## src/rtl/intp_ctrl_vec.sv

```systemverilog
// ---------------------------------------------------------------------------
// intp_ctrl_vec -- vectored, prioritised interrupt controller.
//
// Each source has edge/level and polarity capture, software set/clear, a mask
// and a priority. Pending, unmasked sources with a priority above prio_thresh
// compete. The highest priority wins, and ties go to the lowest index. The
// winner is presented to the core through a req/ack/eoi handshake.
//
// Optional build macro:
//   INTP_SYNC_EN -- passes each intp_sig bit through a 2-flop synchroniser
//                   before capture. This adds 2 cycles of latency.
//
// Ports:
//   clk, rst_n      clock; asynchronous active-low reset
//   intp_sig        raw source lines
//   intp_sig_set    software set of pending bit (pulse)
//   intp_sig_clr    software clear of pending bit (pulse, wins over set)
//   intp_sig_mode   0 = edge, 1 = level
//   intp_sig_polar  0 = falling/low, 1 = rising/high
//   intp_sig_mask   1 = source masked
//   intp_sig_prio   per-source priority, source i at [i*PRIO_W +: PRIO_W]
//   prio_thresh     only prio > prio_thresh is eligible
//   irq_ack         core accepts presented request (REQ only)
//   irq_eoi         core finished servicing (BUSY only)
//   intp_sig_stat   registered pending bits
//   intp_sig_out    OR of unmasked pending bits
//   irq_req         request valid
//   irq_id          winning source index
//   irq_prio        priority of irq_id
//   irq_busy        request acknowledged, awaiting eoi
// ---------------------------------------------------------------------------

// Per-source capture and pending bit.
module intp_ctrl_vec_lane (
   input  logic clk,
   input  logic rst_n,
   input  logic sig_i,
   input  logic set_i,
   input  logic clr_i,
   input  logic mode_i,
   input  logic polar_i,
   input  logic ack_clr_i,
   output logic stat_o
);

   logic s, s_dly_q, stat_q, stat_d;
   logic rise, fall, det;

`ifdef INTP_SYNC_EN
   logic [1:0] sync_q;
   always_ff @(posedge clk or negedge rst_n) begin
      if (!rst_n) sync_q <= '0;
      else        sync_q <= {sync_q[0], sig_i};
   end
   assign s = sync_q[1];
`else
   assign s = sig_i;
`endif

   always_ff @(posedge clk or negedge rst_n) begin
      if (!rst_n) s_dly_q <= 1'b0;
      else        s_dly_q <= s;
   end

   assign rise = s & ~s_dly_q;
   assign fall = ~s & s_dly_q;
   // Level sources look at the delayed sample. A source that stays active
   // therefore re-pends in the cycle after an ack-clear.
   assign det  = mode_i ? (s_dly_q == polar_i) : (polar_i ? rise : fall);

   always_comb begin
      stat_d = stat_q;
      if (clr_i)               stat_d = 1'b0;
      else if (ack_clr_i)      stat_d = 1'b0;  // a coincident edge is lost
      else if (set_i || det)   stat_d = 1'b1;
   end

   always_ff @(posedge clk or negedge rst_n) begin
      if (!rst_n) stat_q <= 1'b0;
      else        stat_q <= stat_d;
   end

   assign stat_o = stat_q;

endmodule

module intp_ctrl_vec #(
   parameter int SIG_NUM = 8,
   parameter int ID_W    = 3,
   parameter int PRIO_W  = 2
) (
   input  logic                      clk,
   input  logic                      rst_n,
   input  logic [SIG_NUM-1:0]        intp_sig,
   input  logic [SIG_NUM-1:0]        intp_sig_set,
   input  logic [SIG_NUM-1:0]        intp_sig_clr,
   input  logic [SIG_NUM-1:0]        intp_sig_mode,
   input  logic [SIG_NUM-1:0]        intp_sig_polar,
   input  logic [SIG_NUM-1:0]        intp_sig_mask,
   input  logic [SIG_NUM*PRIO_W-1:0] intp_sig_prio,
   input  logic [PRIO_W-1:0]         prio_thresh,
   input  logic                      irq_ack,
   input  logic                      irq_eoi,
   output logic [SIG_NUM-1:0]        intp_sig_stat,
   output logic                      intp_sig_out,
   output logic                      irq_req,
   output logic [ID_W-1:0]           irq_id,
   output logic [PRIO_W-1:0]         irq_prio,
   output logic                      irq_busy
);

   localparam int ID_N = 2**ID_W;

   typedef enum logic [1:0] {IDLE, REQ, BUSY} state_e;

   state_e              state_q;
   logic                irq_req_q, irq_busy_q;
   logic [ID_W-1:0]     id_q;
   logic [PRIO_W-1:0]   prio_q;

   logic [SIG_NUM-1:0]  stat, elig, ack_clr;
   logic [ID_N-1:0]     elig_pad;
   logic                any_elig, ack_hit;
   logic [ID_W-1:0]     win_id;
   logic [PRIO_W-1:0]   win_prio;

   // Capture lanes
   for (genvar i = 0; i < SIG_NUM; i++) begin : g_lane
      intp_ctrl_vec_lane u_lane (
         .clk       (clk),
         .rst_n     (rst_n),
         .sig_i     (intp_sig[i]),
         .set_i     (intp_sig_set[i]),
         .clr_i     (intp_sig_clr[i]),
         .mode_i    (intp_sig_mode[i]),
         .polar_i   (intp_sig_polar[i]),
         .ack_clr_i (ack_clr[i]),
         .stat_o    (stat[i])
      );
   end

   // Eligibility and arbitration. A descending scan with >= lets the lower
   // index take a tie.
   always_comb begin
      elig     = '0;
      any_elig = 1'b0;
      win_id   = '0;
      win_prio = '0;
      for (int i = 0; i < SIG_NUM; i++)
         elig[i] = stat[i] & ~intp_sig_mask[i] &
                   (intp_sig_prio[i*PRIO_W +: PRIO_W] > prio_thresh);
      for (int i = SIG_NUM-1; i >= 0; i--) begin
         if (elig[i] && (!any_elig || intp_sig_prio[i*PRIO_W +: PRIO_W] >= win_prio)) begin
            any_elig = 1'b1;
            win_id   = ID_W'(i);
            win_prio = intp_sig_prio[i*PRIO_W +: PRIO_W];
         end
      end
   end

   // The vector is padded to 2^ID_W, so id_q always indexes in range.
   always_comb begin
      elig_pad             = '0;
      elig_pad[SIG_NUM-1:0] = elig;
   end

   // The ack is taken only while the latched source is still eligible.
   // Otherwise the request is being withdrawn in the same cycle.
   assign ack_hit = (state_q == REQ) && irq_ack && elig_pad[id_q];

   always_comb begin
      ack_clr = '0;
      for (int i = 0; i < SIG_NUM; i++)
         ack_clr[i] = ack_hit && (id_q == ID_W'(i));
   end

   // Handshake FSM with registered outputs
   always_ff @(posedge clk or negedge rst_n) begin
      if (!rst_n) begin
         state_q    <= IDLE;
         irq_req_q  <= 1'b0;
         irq_busy_q <= 1'b0;
         id_q       <= '0;
         prio_q     <= '0;
      end else begin
         case (state_q)
            IDLE: if (any_elig) begin
               id_q      <= win_id;
               prio_q    <= win_prio;
               irq_req_q <= 1'b1;
               state_q   <= REQ;
            end
            // A presented request is never replaced by a later, higher-priority
            // arrival. It is only withdrawn when its own source is no longer
            // eligible.
            REQ: if (!elig_pad[id_q]) begin
               irq_req_q <= 1'b0;
               state_q   <= IDLE;
            end else if (irq_ack) begin
               irq_req_q  <= 1'b0;
               irq_busy_q <= 1'b1;
               state_q    <= BUSY;
            end
            BUSY: if (irq_eoi) begin
               irq_busy_q <= 1'b0;
               state_q    <= IDLE;
            end
            default: begin
               irq_req_q  <= 1'b0;
               irq_busy_q <= 1'b0;
               state_q    <= IDLE;
            end
         endcase
      end
   end

   assign intp_sig_stat = stat;
   assign intp_sig_out  = |(~intp_sig_mask & stat);
   assign irq_req       = irq_req_q;
   assign irq_busy      = irq_busy_q;
   assign irq_id        = id_q;
   assign irq_prio      = prio_q;

endmodule

```

## config.mk

```make
export PLATFORM = sky130hd
export DESIGN_NAME = intp_ctrl_vec
export DESIGN_NICKNAME = d
export VERILOG_FILES = /design/src/rtl/intp_ctrl_vec.sv
export SDC_FILE = /design/constraint.sdc
export NUM_CORES = 1
export LEC_CHECK = 0
export ABC_CLOCK_PERIOD_IN_PS = 21000
export CAP_MARGIN = 20
export CORE_MARGIN = 2
export CORE_UTILIZATION = 50
export DETAILED_ROUTE_END_ITERATION = 10
export HOLD_SLACK_MARGIN = 0.15
export PLACE_DENSITY = 0.88
export SYNTH_ARGS = -nofsm -noshare
export SYNTH_HDL_FRONTEND = slang
export SYNTH_HIERARCHICAL = 1
export SYNTH_SLANG_ARGS = --single-unit
```

## constraint.sdc

```tcl
create_clock -name clk -period 21 [get_ports clk]
set_clock_uncertainty 0.15 [all_clocks]
set_input_delay 5.25 -clock clk [delete_from_list [all_inputs] [get_ports clk]]
set_output_delay 5.25 -clock clk [all_outputs]
set_load 0.02 [all_outputs]
```

Word level (Yosys, flattened, before mapping). Cells that the tools add are included.

Memories: 0. RAM bits: 0. Bits of input ports: 70. Output and inout bits: 16. Latch bits: 0. Bits in read-only memories: 0. Bits in registers: 25.

Multipliers: 0. Bitwise operators: 60. $add $sub $neg: 0. Magnitude comparators: 16. Divide/modulo/power cells: 0. Equal/unequal tests: 22. Reduce and logical (&&, ||, !) cells: 54. Mux-type cells: 79. Shifts and indexed selects: 0.

Operator list (number): $mux 1 (55); $and 1x1->1 (32); $not 1->1 (26); $mux 2 (12); $mux 3 (8); $reduce_bool 3->1 (8); $logic_and 1x1->1 (17); $gt 2x2->1 (8); $logic_or 1x1->1 (15); $ge 2x2->1 (7); $eq 3x3->1 const B (4); $and 8x8->8 (1); $eq 1x1->1 (8); $not 8->8 (1); $reduce_or 8->1 (1); $logic_not 1->1 (7); $eq 3x2->1 const B (2); $ne 2x2->1 const B (3); $pmux 1 s3 (2); $pmux 2 s3 (1); $reduce_and 3->1 (2); $lt 3x4->1 const B (1); $reduce_and 4->1 (1); $bmux 1 s3 (1); 8 further kinds (8).

Longest topological paths before layout. Gate-level depths: netlist (run 1).

Depth in word-level cells: 34. Gate-level depth with buffers: 48.

By module. Netlist (run 1), hierarchy kept.

By module, submodules not included: intp_ctrl_vec (instances 1, cells each 211, area each 1655.3 um^2); intp_ctrl_vec_lane (instances 8, cells each 9, area each 106.4 um^2).

Worst setup path before layout (run 1). Ideal clock, no wire load.

Path type: in2reg. Start point: input prio_thresh[1]. End point: register id_q[1], in the netlist irq_id[1]. Buffers on the path: 0. Slack: 7.357 ns. Required time: 20.783 ns. Cell stages on the path: 47. Arrival time: 13.426 ns. Cell sequence: inv_1 -> ha_1 -> nor2b_1 -> o211ai_1 -> nor2_1 -> ha_1 -> nand2b_1 -> a21oi_1 -> a21oi_1 -> a21o_1 -> ha_1 -> nand2b_1 -> a21oi_1 -> o21ai_1 -> a221oi_1 -> nor2_1 -> ha_1 -> nand2b_1 -> [11 not listed] -> nand2b_1 -> a21oi_1 -> nor2_1 -> a21oi_1 -> o211ai_1 -> nand2_1 -> ha_1 -> nand2b_1 -> a21oi_1 -> a21o_1 -> nor2_1 -> a31oi_2 -> ha_1 -> nand2b_1 -> a221oi_1 -> nor2_1 -> nor2_1 -> a32o_1.

Cells in the longest elaborated chain, start to end: 32. Elaborated cells between the ends (all ways): 68.

Ends and longest elaborated chain: start: declaration (RTL line 101) `input logic [PRIO_W-1:0] prio_thresh,`; $gt 2x2->1 (RTL line 151) `(intp_sig_prio[i*PRIO_W +: PRIO_W] > prio_thresh);`; $and 1x1->1 (RTL line 150) `elig[i] = stat[i] & ~intp_sig_mask[i] &`; $mux 2 / $mux 1 (equally long branches) (RTL line 153) `if (elig[i] && (!any_elig || intp_sig_prio[i*PRIO_W +: PRIO_W] >= win_prio)) begin`; $ge 2x2->1 / $logic_not 1->1 (equally long branches) (RTL line 153); $logic_or 1x1->1 (RTL line 153); $logic_and 1x1->1 (RTL line 153); $mux 2 / $mux 1 (equally long branches) (RTL line 153); $ge 2x2->1 / $logic_not 1->1 (equally long branches) (RTL line 153); [16 not listed]; $logic_or 1x1->1 (RTL line 153); $logic_and 1x1->1 (RTL line 153); $mux 2 / $mux 1 (equally long branches) (RTL line 153); $ge 2x2->1 / $logic_not 1->1 (equally long branches) (RTL line 153); $logic_or 1x1->1 (RTL line 153); $logic_and 1x1->1 (RTL line 153); $mux 1 (RTL line 153); $reduce_and 2->1 (no line); end signal: assignment (RTL line 188) `id_q <= win_id;`; end: declaration (RTL line 118) `logic [ID_W-1:0] id_q;`.

Parallel ways exist; a longest one is shown, timed or not. A chain may end at the register's enable or synchronous reset.

Worst setup path in the final report (run 1). Same ends and word-level chain as after synthesis.

==> results by group, run 1 <==
Outcome
  • Outcome: completed

Final layout
  • Util after Layout: 72.7%
  • Share of layout cells above drive strength 1: 8.67%
  • Final net count: 470
  • Syn-to-layout area delta: 38.8%
  • Commonest non-fill, non-tap cell in the layout: clkdlybuf4s50_1
  • Most frequent cells in the layout: 85 x clkdlybuf4s50_1, 30 x ha_1, 29 x nor2_1
  • Number of diodes: 0
  • Design Area, Final: 3480 um2

Synth
  • Post-synth EDFFs: 0
  • Seq cells post-synth: 25
  • Syn Inst Count: 283
  • Synth Area per Inst: 8.86 um2
  • Post-synthesis sequential area ratio: 25.0%
  • Mapped Nets: 383
  • Library cells used by synthesis: 50
  • Ys async rst share: 100%
  • Synth warn: 6
  • Post-Syn Area: 2510 um2
  • Top FF cell, synth: dfrtp_1

Route
  • Total Routed Length: 6320 um
  • DR DRC count: 0
  • Routed wire per std cell: 14.5 um
  • 1st-pass router iterations: 4
  • Vias: 2472
  • Detail Route Antenna Nets: 0
  • Iteration-0 DRC count of the detailed router: 111
  • Vias/cell: 5.67

Timing
  • Tmin final: 14.92 ns
  • Max-Slew Margin vs Limit: 59.5%
  • Fmax: 67.0 MHz
  • Final hold violation count: 0
  • Worst-margin pin slew: 0.592 ns
  • Sum of negative setup slack: 0 ns
  • Final Max Slew Viols: 0
  • RSZ-0062 raised after global routing: false
  • Final period util: 71.0%
  • # setup viols final: 0

CTS
  • Clock-pin slew on the worst setup and hold paths: 0.10 ns
  • CTS Buf Count: 3
  • H-Tree Depth: 1
  • Clk Latency, worst-skew pair: 0.27 ns
  • CTS tree: yes
  • Clock Root Buffer: clkbuf_8
  • Post-CTS sizing: 0
  • Setup Fix Bufs, Post-CTS: 0
  • Clock sink total: 25
  • Hold Buf Count CTS: 0
  • CTS Buffer Depth: 2

Placed design
  • Placed cell area: 3430 um2
  • Final Wtd Congestion: 0.895
  • HPWL after DPL: 5380 um
  • Port bufs: 85

Floorplan
  • Die area: 5590 um2
  • Die width: 74.8 um
  • Row count: 25
  • CORE AREA: 4790 um2
  • Initial core utilization: 52.4%
  • Chip Height: 74.8 um
  • I/O pin cnt: 86

Global routing
  • Largest net degree at the start of global routing: 26
  • Congestion Overflow GR: 0
  • First-pass GRT wire length: 10800 um
  • GRT Total Usage: 24.4%
  • Initial antenna violation count: 0
  • Vias in the first global route: 2509

Power
  • Pleak: 0.00146 uW
  • Power Dens Cells: 57.8 nW/um2
  • Worst VDD drop: 0.0000405 V

Setup path
  • Reg2Reg Setup Slack: 11.57 ns
  • Req. time, crit path: 21.06 ns
  • WP depth: 48
  • CP bufs+invs: 2
  • Worst Setup End Kind: flip-flop
  • CP dominant cell by count: ha_1
  • Slowest CP cell: a221oi_1
  • Crit start category: primary input
  • Worst Path Arrival: 14.97 ns
  • Top delay family on crit path: compound AO/OA/AOI/OAI gates
  • Crit Path Max Fanout: 9
  • Worst Setup Path Type: in -> reg
  • Worst r2r path cells: 45
  • CP peak stage delay: 0.52 ns

Worst hold path
  • Hold Crit Depth: 2
  • Worst hold path type: reg -> reg

Job
  • MaxCap Viol Count: 0
## layout make-up
cell class,instances,area (um2)
clock buffers,3,41.3
clock inverters,1,7.51
fillers,391,1310
inverters,15,56.3
multi-input cells,239,1810
flip-flops and latches,25,626
well taps,67,83.8
repair buffers,86,858
## worst paths after layout
| kind | startpoint | end |
|---|---|---|
| max in group asynchronous | rst_n | irq_id[1] |
| min reg2reg | irq_busy | irq_busy |
| max reg2reg | g_lane[7].u_lane/stat_o | irq_id[1] |
| min in group asynchronous | rst_n | g_lane[1].u_lane/s_dly_q |
| min | irq_busy | irq_busy |
| max | prio_thresh[1] | irq_id[1] |
## tightest hold or removal path, stage by stage (launching register included)
cell and delay [ns]:
dfrtp_1 0.35, nand2_1 0.05, nand2_1 0.06
## registers in the layout (all words and copies together) (netlist names)
signal and count:
irq_id 3, g_lane.u_lane/stat_o 8, state_q 2, g_lane.u_lane/s_dly_q 8
irq_busy 1, irq_req 1, irq_prio 2
## metal layers
metal / GRT usage [%] / up-vias / routed length (um)
met5: 0 / - / 0
met1: 30.7 / 1141 / 2800
li1: - / 1250 / -
met3: 5.09 / 6 / 371
met4: 3.37 / 0 / 62
met2: 44.0 / 75 / 3080
## cell usage after synthesis, types with 2 or more instances
| library cell | count | area share, % |
|---|---|---|
| o211ai_1 | 7 | 2.1 |
| dfrtp_1 | 25 | 25 |
| o311ai_2 | 2 | 1.3 |
| nand2_1 | 21 | 3.1 |
| nor2b_1 | 23 | 5.7 |
| inv_1 | 15 | 2.2 |
| a21o_1 | 6 | 1.8 |
| a21oi_1 | 11 | 2.2 |
| a221oi_1 | 3 | 1.0 |
| nand3_1 | 3 | 0.60 |
| nor3b_2 | 8 | 4.0 |
| nor2_1 | 29 | 4.3 |
| o21a_1 | 5 | 1.5 |
| buf_1 | 2 | 0.30 |
| nor3b_1 | 8 | 2.4 |
| ha_1 | 30 | 15 |
| a21bo_2 | 8 | 3.2 |
| o211a_1 | 3 | 1.2 |
| a211oi_1 | 9 | 2.7 |
| buf_2 | 2 | 0.40 |
| o211a_2 | 2 | 0.80 |
| mux2i_1 | 2 | 0.80 |
| o21ai_1 | 2 | 0.40 |
| o32ai_1 | 8 | 2.8 |
| o21ai_0 | 4 | 0.80 |
| o2111ai_1 | 3 | 1.0 |
| nor3_1 | 6 | 1.2 |
| a31oi_1 | 3 | 0.75 |
| nand2b_1 | 9 | 2.2 |
| a32o_1 | 2 | 0.80 |
| o31ai_1 | 2 | 0.60 |
| a2111oi_0 | 2 | 0.70 |
## metrics by stage
step / cells / setup WS (ns) / hold slack, ns / power (uW)
floorplan: 283 / 7.36 / 0.314 / 129
global placement: 432 / 6.16 / 0.310 / 170
detailed placement: 432 / 5.82 / 0.323 / 173
CTS: 436 / 6.12 / 0.347 / 202
global route: 436 / 5.22 / 0.392 / 217
finish: 436 / 6.08 / 0.342 / 201
## logic make-up (layout without fill, tap and decap cells)
family | after synthesis | after routing | synth area share [%]
fa+ha+maj | 30 | 30 | 15.0
buf+inv | 19 | 105 | 2.95
simple gates | 114 | 114 | 26.1
mux | 2 | 2 | 0.799
flops | 25 | 25 | 25.0
compound gates | 93 | 93 | 30.2
## where the power goes
group | switching (uW) | internal [uW]
clock | 16.0 | 13.4
combinational | 48.8 | 51.6
sequential | 13.3 | 57.8
(Power assumes the default switching activity.)
==> run 2, diff against run 1 <==
--- a/config.mk
+++ b/config.mk
@@ -5,13 +5,13 @@
 export SDC_FILE = /design/constraint.sdc
 export NUM_CORES = 1
 export LEC_CHECK = 0
-export ABC_CLOCK_PERIOD_IN_PS = 21000
+export ABC_CLOCK_PERIOD_IN_PS = 13200
 export CAP_MARGIN = 20
 export CORE_MARGIN = 2
-export CORE_UTILIZATION = 50
+export CORE_UTILIZATION = 42
 export DETAILED_ROUTE_END_ITERATION = 10
 export HOLD_SLACK_MARGIN = 0.15
-export PLACE_DENSITY = 0.88
+export PLACE_DENSITY = 0.79
 export SYNTH_ARGS = -nofsm -noshare
 export SYNTH_HDL_FRONTEND = slang
 export SYNTH_HIERARCHICAL = 1
==> constraint.sdc (replaced) <==
create_clock -name clk -period 13.2 [get_ports clk]
set_clock_uncertainty 0.15 [all_clocks]
set_input_delay 3.3 -clock clk [delete_from_list [all_inputs] [get_ports clk]]
set_output_delay 3.3 -clock clk [all_outputs]
set_load 0.02 [all_outputs]
==> run 2 against run 1 <==
  * Combinational power increased by 66%
  * Sequential share of layout area decreased by 0.29 points
  * Sequential power increased by 60%
  * Utilization decreased by 12 points
  * Clock power increased by 53%
  * Critical path depth decreased by 1
  * Via count increased by 1.9%
  * Power increased by 62%
  * First-iteration DRC count decreased by 26%
  * Final area increased by 1.6%
  * Critical path type unchanged
  * Largest cell class unchanged
==> results by group, run 2 (same netlist as run 1, synthesis figures left out) <==
Outcome
  • Outcome: completed

Power
  • Power share of the combinational group: 51.1%
  • Pleak: 0.00147 uW
  • Power Dens Cells: 91.9 nW/um2
  • Internal power: 197 uW
  • Sequential share of power: 35.0%
  • Power Total: 325 uW
  • Net Sw Power: 128 uW
  • Clk pwr share: 13.9%
  • Switch share: 39.4%
  • Worst VDD drop: 0.0000552 V

Timing
  • Final Max Slew Viols: 0
  • Final hold violation count: 0
  • Fmax: 79.6 MHz
  • Final period util: 95.1%
  • Hold WS: 0.342 ns
  • Worst-margin pin slew: 0.514 ns
  • Tmin final: 12.56 ns
  • Sum of negative setup slack: 0 ns
  • Max-Slew Margin vs Limit: 65.5%
  • # setup viols final: 0

Route
  • Total Routed Length: 6810 um
  • Iteration-0 DRC count of the detailed router: 82
  • Detail Route Antenna Nets: 0
  • 1st-pass router iterations: 4
  • DR DRC count: 0
  • Vias: 2519
  • Routed wire per std cell: 15.2 um
  • Vias/cell: 5.62

Setup path
  • Top delay family on crit path: compound AO/OA/AOI/OAI gates
  • CP dominant cell by count: ha_1
  • Req. time, crit path: 13.24 ns
  • CP bufs+invs: 2
  • Slowest CP cell: clkdlybuf4s50_1
  • Reg2Reg Setup Slack: 4.02 ns
  • Worst flop-to-flop path startpoint: g_lane[7].u_lane/stat_o
  • CP peak stage delay: 0.47 ns
  • Worst r2r path cells: 44
  • Worst Setup End Kind: flip-flop
  • Worst Path Arrival: 12.60 ns
  • Crit Path Max Fanout: 8
  • Reg2reg end: irq_prio[1]
  • Crit start category: primary input
  • Worst Setup Path Type: in -> reg

Floorplan
  • I/O pin cnt: 86
  • Die area: 6600 um2
  • Chip Height: 81.2 um
  • Die width: 81.2 um
  • Initial core utilization: 42.8%
  • CORE AREA: 5850 um2
  • Row count: 28

Worst hold path
  • Worst Hold End: irq_busy
  • Hold Crit Depth: 2
  • Worst hold path startpoint: irq_busy
  • Worst hold path type: reg -> reg

CTS
  • Clk Latency, worst-skew pair: 0.26 ns
  • Hold Buf Count CTS: 0
  • CTS Buffer Depth: 2
  • CTS tree: yes
  • H-Tree Depth: 1
  • Clock-pin slew on the worst setup and hold paths: 0.09 ns
  • Clock Root Buffer: clkbuf_8
  • Clock sink total: 25
  • CTS Buf Count: 3

Final layout
  • Commonest non-fill, non-tap cell in the layout: clkdlybuf4s50_1
  • Area of the multi-input gates: 1820 um2
  • Fillcell total: 489
  • Share of layout cells above drive strength 1: 11.0%
  • Most frequent cells in the layout: 85 x clkdlybuf4s50_1, 30 x ha_1, 28 x nor2_1
  • Design Area, Final: 3540 um2
  • Final net count: 474
  • Syn-to-layout area delta: 41.1%
  • Storage element area: 626 um2
  • Layout Cells excl Fill: 448
  • Number of diodes: 0

Global routing
  • Vias in the first global route: 2562
  • First-pass GRT wire length: 11800 um
  • GRT Total Usage: 22.4%
  • Largest net degree at the start of global routing: 26
  • Congestion Overflow GR: 0
  • Initial antenna violation count: 0

Placed design
  • Final Wtd Congestion: 0.819
  • Port bufs: 85
  • HPWL after DPL: 5760 um
  • Placed cell area: 3460 um2
  • Placed instance count: 443

Job
  • MaxCap Viol Count: 0
## run 2: layer usage
layer | wire length, um | GRT usage (%) | up-vias
met1 | 2930 | 27.7 | 1184
met3 | 273 | 2.00 | 8
met4 | 96 | 4.92 | 0
li1 | - | - | 1267
met2 | 3500 | 42.1 | 60
met5 | 0 | 0 | -
## run 2: cell type report
| type | count | area share, % |
|---|---|---|
| multi-input cells | 239 | 51.6 |
| inverters | 15 | 1.59 |
| clock buffers | 3 | 1.17 |
| clock inverters | 1 | 0.212 |
| repair buffers | 90 | 25.1 |
| well taps | 75 | 2.65 |
| flip-flops and latches | 25 | 17.7 |
## run 2: worst max-delay path by stage
stage / depth (start not counted) / start / to / slack, ns
finish: 47 / prio_thresh[1] / irq_prio[1] / 0.64
global route: 47 / prio_thresh[1] / irq_prio[1] / -0.02
CTS: 48 / prio_thresh[1] / irq_id[1] / 0.34
detailed placement: 48 / prio_thresh[1] / irq_id[1] / 0.10
global placement: 48 / prio_thresh[1] / irq_id[1] / 0.36
floorplan: 47 / prio_thresh[1] / irq_id[1] / 1.51
## run 2: worst reg2reg max path: cells and delay by family (launching register included)
kind / cells / cell delay (ns)
compound gates: 22 / 4.36
simple gates: 15 / 2.41
fa+ha+maj: 7 / 1.79
flops: 1 / 0.41
## run 2: power groups by stage
stage / clock network [uW] / registers (uW) / logic (uW)
floorplan: 0 / 118 / 87.8
global placement: 0 / 114 / 160
detailed placement: 0 / 115 / 163
CTS: 47.0 / 113 / 165
global route: 50.1 / 118 / 183
finish: 45.1 / 114 / 166
## run 2: metrics by stage
step	util, %	setup WS [ns]
6_report	60.4	0.641
5_1_grt	60.4	-0.0218
4_1_cts	60.0	0.343
3_5_place_dp	59.2	0.101
3_3_place_gp	59.2	0.364
2_1_floorplan	-	1.51
## run 2: timing repair
item / 4_1_cts / 5_1_grt
setup endpoints to repair: 0 / 5
gates resized for setup: 0 / 5
setup buffers: 0 / 1
==> RTL change (flow settings as in run 1) <==
The parameter `PRIO_W` goes from 2 to 4.
--- a/src/rtl/intp_ctrl_vec.sv
+++ b/src/rtl/intp_ctrl_vec.sv
@@ -89,3 +89,3 @@
    parameter int ID_W    = 3,
-   parameter int PRIO_W  = 2
+   parameter int PRIO_W  = 4
 ) (
Ports: changed (resized intp_sig_prio, irq_prio and prio_thresh); port bits go from 86 to 106. The function was not compared with the original's and may differ.
==> RTL change against run 1 <==
  * Worst setup slack worse by 2.7 ns
  * Wire length increased by 57%
  * Sequential cell count grew 2
  * Synthesized area increased by 35%
  * Combinational power rose by 41%
  * Cell area up 31%
  * Final cell count grew 31%
  * Power is 24% higher
==> RTL change: results (changes against run 1) <==
status = complete, no violations
Mapped Nets = 534 (+39%)
Total GRT Usage = 0.265 (+0.0211)
share of layout cells above drive strength 1 = 0.0752 (-0.0115)
multiplexer area fraction after synthesis = 0.0200 (+0.0120)
Routed WL per cell = 17.4 um (+20%)
Max VDD drop = 0.0000491 V (+21%)
number of synthesized flops with an enable pin = 0 (unchanged)
vias in the first global route = 3,478 (+39%)
leakage = 1.96 nW (+34%)
clock buffer depth = 2 (unchanged)
worst skew pair latency = 0.28 ns
xor/xnor cell area share of the yosys netlist = 0 (unchanged)
Sw Pwr = 101 uW (+29%)
largest net degree at the start of global routing = 28 (+7.7%)
Routability Congestion = 0.932 (+4.1%)
DP HPWL = 8.26 mm (+54%)
R2R setup slack = 9.07 ns (-2.50 ns)
most instantiated cells after synthesis = ha_1 (60), a21oi_1 (28), dfrtp_1 (27)
reg2reg path depth = 57 (+27%)
nets@finish = 641 (+36%)
slowest stage delay, CP = 0.50 ns (-0.02 ns)
Yosys cell types = 54 (+8.0%)
via density per instance = 6.24 (+10%)
Diodes inserted = 0 (unchanged)
compound-cell area share of the yosys netlist = 0.301 (-0.000601)
DR pass1 iterations = 5 (+1)
worst min-delay path class = register to register
Synth area leaders = ha_1 (22%), dfrtp_1 (20%), a21oi_1 (4.2%), nor2b_1 (4.1%), a21o_1 (3.8%)
initial DRC count = 197 (+77%)
Worst path slowest cell = o21ai_0
first-pass GRT wire length = 16.0 mm (+48%)
fillers = 491 (+26%)
cts bufs inserted = 3 (unchanged)
antenna violations before repair = 0 (unchanged)
async set-or-reset flop fraction in the synthesized netlist = 1.00 (unchanged)
Slew headroom = 0.573 (-0.0221)
worst setup path start = prio_thresh[1]
Crit Reg-Reg Endpoint = irq_prio[2]
register area share after synthesis = 0.200 (-0.0494)
post-synthesis adder-cell area fraction = 0.222 (+0.0727)
CP Max Fanout = 14 (+5)
Port Buf Inserts = 105 (+24%)
Critical Path AT = 17.68 ns (+2.71 ns)
[RTL change: power by group through the flow]
stage	combinational (mW)	clock (mW)	sequential, mW
final	0.141	0.0303	0.0777
after detailed placement	0.139	0	0.0780
after floorplan	0.0749	0	0.0837
after CTS	0.141	0.0304	0.0774
after global placement	0.137	0	0.0781
after global routing	0.155	0.0328	0.0794
[RTL change: metrics by stage]
stage / cells / worst slack (ns) / util / hold WS (ns) / cell area, sq um
finish: 569 / 3.37 / 0.709 / 0.349 / 4560
global route: 569 / 2.23 / 0.709 / 0.367 / 4560
global placement: 565 / 3.56 / 0.702 / 0.316 / 4510
CTS: 569 / 3.47 / 0.709 / 0.352 / 4560
detailed placement: 565 / 3.23 / 0.702 / 0.328 / 4510
floorplan: 386 / 4.84 / - / 0.356 / 3370
[RTL change: kinds of logic (layout without fill, tap and decap cells)]
| group | after synthesis | in the layout |
|---|---|---|
| AND/OR/NAND/NOR | 130 | 130 |
| buffers and inverters | 25 | 131 |
| AO/OA/AOI/OAI | 140 | 140 |
| adder cells (fa/ha/maj) | 60 | 60 |
| flip-flops | 27 | 27 |
| multiplexers | 4 | 4 |
[RTL change: cell type report]
| type | count | area [sq um] | area share |
|---|---|---|---|
| multi-input combinational | 334 | 2600 | 0.570 |
| timing repair buffer | 107 | 1070 | 0.234 |
| sequential | 27 | 676 | 0.148 |
| tap | 77 | 96.3 | 0.0211 |
| inverter | 20 | 75.1 | 0.0165 |
| clock buffer | 3 | 41.3 | 0.00906 |
| clock inverter | 1 | 5.00 | 0.00110 |
[RTL change: worst min path at each step]
stage	from	end	slack, ns	cells past startpoint
after floorplan	state_q[1]	state_q[1]	0.36	2
after global placement	irq_busy	irq_busy	0.32	2
after CTS	irq_busy	irq_busy	0.35	2
after global routing	irq_busy	irq_busy	0.37	2
final	irq_busy	irq_busy	0.35	2
after detailed placement	irq_busy	irq_busy	0.33	2
[RTL change: per-layer routing]
layer | global-route usage | vias up | part of all wire
li1 | - | 1694 | -
met1 | 0.341 | 1695 | 0.43
met2 | 0.449 | 156 | 0.47
met3 | 0.0645 | 6 | 0.094
met4 | 0.0563 | 0 | 0.0065
met5 | 0 | - | 0
[RTL change: tightest hold or removal path, delay by kind of cell, from the launching register on]
| family | cells | cell delay (ns) |
|---|---|---|
| DFF | 1 | 0.37 |
| and+or+nand+nor | 2 | 0.10 |
